[src/rtl/led_mode_sequencer.sv]
// led_mode_sequencer: debounced buttons drive four LEDs, either as a prescaled
// Johnson scroll or as per-LED manual toggles selected by a mode button.
module led_mode_sequencer #(
    parameter int DIV_WIDTH  = 19,
    parameter int DEB_CYCLES = 16500,
    parameter int DEB_WIDTH  = 15
) (
    input  logic       CLK,
    input  logic       RST,
    input  logic [3:0] BTN,
    input  logic       MODE_BTN,
    output logic [3:0] LED,
    output logic       MODE,
    output logic       TICK
);
    typedef enum logic {SCROLL = 1'b0, MANUAL = 1'b1} state_e;
    localparam logic [DEB_WIDTH-1:0] DEB_LAST = DEB_WIDTH'(DEB_CYCLES - 1);

    state_e               state_q, state_d;
    logic [4:0]           sync1_q, sync2_q, stable_q, stable_d, prev_q, press_q;
    logic [DEB_WIDTH-1:0] cnt_q [5];
    logic [DEB_WIDTH-1:0] cnt_d [5];
    logic [DIV_WIDTH-1:0] div_q, div_d;
    logic [5:0]           rot_q, rot_d;
    logic [3:0]           man_q, man_d, led_q;
    logic                 tick;

    assign tick = (state_q == SCROLL) && (&div_q);
    assign TICK = tick;
    assign MODE = state_q;
    assign LED  = led_q;

    // Bit 4 carries the mode button through the same synchronize/debounce path.
    always_comb begin
        stable_d = stable_q;
        for (int i = 0; i < 5; i++) begin
            cnt_d[i] = cnt_q[i] + DEB_WIDTH'(1);
            if (sync2_q[i] == stable_q[i]) begin
                cnt_d[i] = '0;
            end else if (cnt_q[i] == DEB_LAST) begin
                cnt_d[i]    = '0;
                stable_d[i] = sync2_q[i];
            end
        end
    end

    // A mode press wins over a same-cycle tick or LED press.
    always_comb begin
        state_d = state_q;
        rot_d   = rot_q;
        man_d   = man_q;
        div_d   = '0;
        if (state_q == SCROLL) begin
            div_d = div_q + DIV_WIDTH'(1);
            if (press_q[4]) begin
                state_d = MANUAL;
                man_d   = rot_q[3:0];
                div_d   = '0;
            end else if (tick) begin
                rot_d = {rot_q[4:0], ~rot_q[5]};
            end
        end else begin
            if (press_q[4]) begin
                state_d = SCROLL;
                rot_d   = '0;
            end else begin
                man_d = man_q ^ press_q[3:0];
            end
        end
    end

    always_ff @(posedge CLK) begin
        if (RST) begin
            state_q  <= SCROLL;
            sync1_q  <= '0;
            sync2_q  <= '0;
            stable_q <= '0;
            prev_q   <= '0;
            press_q  <= '0;
            div_q    <= '0;
            rot_q    <= '0;
            man_q    <= '0;
            led_q    <= '0;
            for (int i = 0; i < 5; i++) cnt_q[i] <= '0;
        end else begin
            state_q  <= state_d;
            sync1_q  <= {MODE_BTN, BTN};
            sync2_q  <= sync1_q;
            stable_q <= stable_d;
            prev_q   <= stable_q;
            press_q  <= stable_q & ~prev_q;
            div_q    <= div_d;
            rot_q    <= rot_d;
            man_q    <= man_d;
            led_q    <= (state_d == MANUAL) ? man_d : rot_d[3:0];
            for (int i = 0; i < 5; i++) cnt_q[i] <= cnt_d[i];
        end
    end
endmodule

[config.mk]
export PLATFORM = sky130hd
export DESIGN_NAME = led_mode_sequencer
export DESIGN_NICKNAME = d
export VERILOG_FILES = /design/src/rtl/led_mode_sequencer.sv
export SDC_FILE = /design/constraint.sdc
export NUM_CORES = 1
export LEC_CHECK = 0
export CAP_MARGIN = 20
export CORE_AREA = 2 2 118 108
export CTS_CLUSTER_DIAMETER = 200
export DETAILED_ROUTE_END_ITERATION = 6
export DIE_AREA = 0 0 120 110
export PLACE_DENSITY = 0.63
export RECOVER_POWER = 100
export SKIP_LAST_GASP = 1
export SLEW_MARGIN = 5
export SYNTH_ARGS = -nofsm -noshare
export SYNTH_HDL_FRONTEND = slang
export SYNTH_SLANG_ARGS = --single-unit
[constraint.sdc]
create_clock -name CLK -period 2 [get_ports CLK]
set_input_delay 0.3 -clock CLK [delete_from_list [all_inputs] [get_ports CLK]]
set_output_delay 0.3 -clock CLK [all_outputs]
set_load 0.05 [all_outputs]
==> results.md <==
* Sink Count at 134
* Post-synth EDFFs at 0
* Setup CP Type: reg2out
* Drt drc at 0
* Reg2Reg Depth at 4
* CP delay by family, top: simple AND/OR/NAND/NOR gates
* Logic gate share of total power at 1.6%
* Row Count at 38
* CP dominant cell by count: nand4_1
* Ys flop type: dfxtp_1
* Final hold vios at 0
* Reg2reg start: cnt_q[0][70]
* Post-synth ARST share at 0%
* Final antenna-violating net count at 0
* Pwr dens at 865 mW/mm2
* Drt wl/cell at 13.0 um
* Seq cells post-synth at 134
* Vias in the first global route at 4280
* CP max stage delay at 0.35 ns
* F_max at 508 MHz
* Post-synth cell types at 47
* Mapped Nets at 657
* Drt total wl at 11000 um
* TNS Setup at 0 ns
* Max Buffers Root-to-Sink at 2
* Root buffer cell: clkbuf_16
* RePlAce Congestion at 0.880
* Layout Area Growth over Synthesis at 17.1%
* TritonCTS clock tree: built
* # H-tree levels at 4
* Crit path cell chain: ha_4 -> nand4_1 -> nor3_2 -> nand4_1 -> nor2_4 -> buf_12
* Placed Instance Area at 0.00613 mm2
* Cell area after synthesis at 0.00577 mm2
* HPWL Detailed at 7300 um
* Tot Pwr at 5850 uW
* Share of cells above drive strength 1 at 9.75%
* CP startpoint kind: flip-flop
* Design Area, Final at 0.00676 mm2
* Pin count of the biggest net entering global routing at 18
* Hold Path Cell Cnt at 1
* Port bufs at 12
* Unrepaired setup endpoints after global routing: true
* IO Pins at 13
* Drt via density at 5.30
* Sequential share of the synthesized area at 46.5%
* GRT Overall Usage at 18.1%
* Critical path peak fanout at 2
* Seq pwr share at 46.2%
* GRT Residual Overflow at 0
* Reg-to-reg slack, setup at 0.10 ns
* # fillers at 1078
* Max stage delay cell, worst path: dfxtp_2
* RR Endpoint: cnt_q[0][67]
* Max-slew violations at 0
* Clk slew on worst S/H paths at 0.05 ns
* Initial Util at 48.3%
* Worst Setup SP: div_q[0]
* Layout Skew at 0.00731 ns
* Status: complete, no violations
* Most frequent cells in the layout: dfxtp_1 (129), nor2_1 (109), xnor2_1 (66)
* Final-report setup violation count at 0
* Die area at 0.0132 mm2
* Vias post-DR at 4492
* Internal Pwr Total at 4680 uW
* Number of cells on the critical path at 6
* CTS Buf Count at 17
* Buf/Inv on CP at 1
* Commonest non-fill, non-tap cell in the layout: dfxtp_1
* Synth warn at 0
* CP arrival at 1.67 ns
* Clock power frac at 52.2%
* VDD IR max at 0.000542 V
* Initial antenna violation count at 0
* NetSw at 1160 uW
* Die Span Y at 110 um
* Syn Area/Cell at 8.95 um2
* Core Region at 0.0119 mm2
* Nets at 688
* Max-slew headroom at 54.1%
* Part of the cycle the worst path needs at 98.5%
* Critical Path End Type: primary output
* First-pass GRT wire length at 19200 um
* Min-delay src: prev_q[1]
* Hold/Removal Path Class: reg2reg
* Sw Ratio at 19.9%
* Worst-margin pin slew at 0.688 ns
* Cells after Synth at 644
* Maxcap violations at 0
* TritonRoute pass-1 iters at 4
* Minimum clock period at 1.97 ns
* Iter 0 DRT Violations at 235
* Static Leakage at 0.00221 uW
* Ant. Diodes at 0
* Clock latency on the worst-skew pair at 0.42 ns
* Die Wd at 120 um
* Critical Path RT at 1.70 ns
* Crit path to: TICK
## stage by stage
step | hold WS, ns | setup WS [ns] | std cells | utilization (%)
after floorplan | 0.367 | 0.0102 | 644 | -
after global placement | 0.373 | 0.0961 | 808 | 51.3
after detailed placement | 0.379 | 0.0289 | 808 | 51.3
after CTS | 0.387 | 0.00543 | 845 | 56.8
after global routing | 0.401 | -0.0921 | 847 | 56.6
final | 0.382 | 0.0298 | 847 | 56.6
## Yosys cell counts, types with 2 or more instances
master	n	area, um2
dfxtp_1	134	2680
nor2_1	110	413
xnor2_1	66	578
nand4_1	31	194
nand2_1	30	113
nand3_1	28	140
nor2b_1	27	169
nor4_1	22	138
nor3_1	21	105
clkbuf_1	20	75.1
inv_1	20	75.1
xor2_1	20	175
and3_1	13	81.3
a211oi_1	9	67.6
a21oi_1	9	45.0
and4_1	9	78.8
o21ai_0	7	35.0
or3_1	7	43.8
ha_1	6	75.1
o32ai_1	6	52.6
a22oi_1	5	37.5
mux2i_1	5	50.1
buf_1	3	11.3
nor4b_1	3	26.3
or4_1	3	22.5
buf_8	2	30.0
nand2_4	2	22.5
o21a_1	2	15.0
o31ai_1	2	15.0
or2_2	2	12.5
or3b_2	2	17.5
or4_4	2	22.5
or4b_1	2	20.0
## kinds of logic after synthesis
logic type                 Yosys count  share of synthesized area (%)
AOI/OAI and AO/OA                   50                           6.18
xor gates and xnor gates            86                           13.1
adders and majority gates            6                           1.30
buffers and inverters               45                           3.32
DFF                                134                           46.5
muxes                                5                          0.868
and+or+nand+nor                    318                           28.7
## per-layer routing
metal | part of all wire, % | global-route usage, %
met5 | 0 | 0
met4 | 1.9 | 9.08
met3 | 2.9 | 5.20
met2 | 45 | 29.1
met1 | 50 | 22.5
## timing repair
item	CTS	global route
setup buffers	6	2
resized for setup	8	3
endpoints found under the setup margin	1	16
hold buffers	0	0
pin swaps	6	5
## area by class of cell
type | count | area, um2 | share of cell area [%]
Clock inverter | 8 | 97.6 | 1.44
Multi-Input combinational cell | 465 | 2920 | 43.2
Tap cell | 160 | 200 | 2.96
Timing Repair Buffer | 37 | 290 | 4.30
Clock buffer | 23 | 488 | 7.22
Inverter | 20 | 75.1 | 1.11
Sequential cell | 134 | 2690 | 39.8
## power groups by stage
stage / logic (uW) / clock network [uW] / registers (uW)
2_1_floorplan: 54.0 / 0 / 2760
3_3_place_gp: 82.7 / 0 / 2760
3_5_place_dp: 84.6 / 0 / 2760
4_1_cts: 95.0 / 3130 / 2700
5_1_grt: 104 / 3250 / 2700
6_report: 92.5 / 3050 / 2700
## worst min path at each step
stage                      end  slack (ns)
floorplan           press_q[0]        0.37
global placement    press_q[3]        0.37
detailed placement  press_q[3]        0.38
CTS                 press_q[1]        0.39
global route        press_q[0]        0.40
finish              press_q[1]        0.38
## registers in the layout, indices dropped and copies added (netlist names)
name      flops
cnt_q        75
div_q        19
rot_q         6
press_q       5
prev_q        5
stable_q      5
sync1_q       5
sync2_q       5
LED           4
man_q         4
MODE          1
Power figures use the tool's default switching activity.
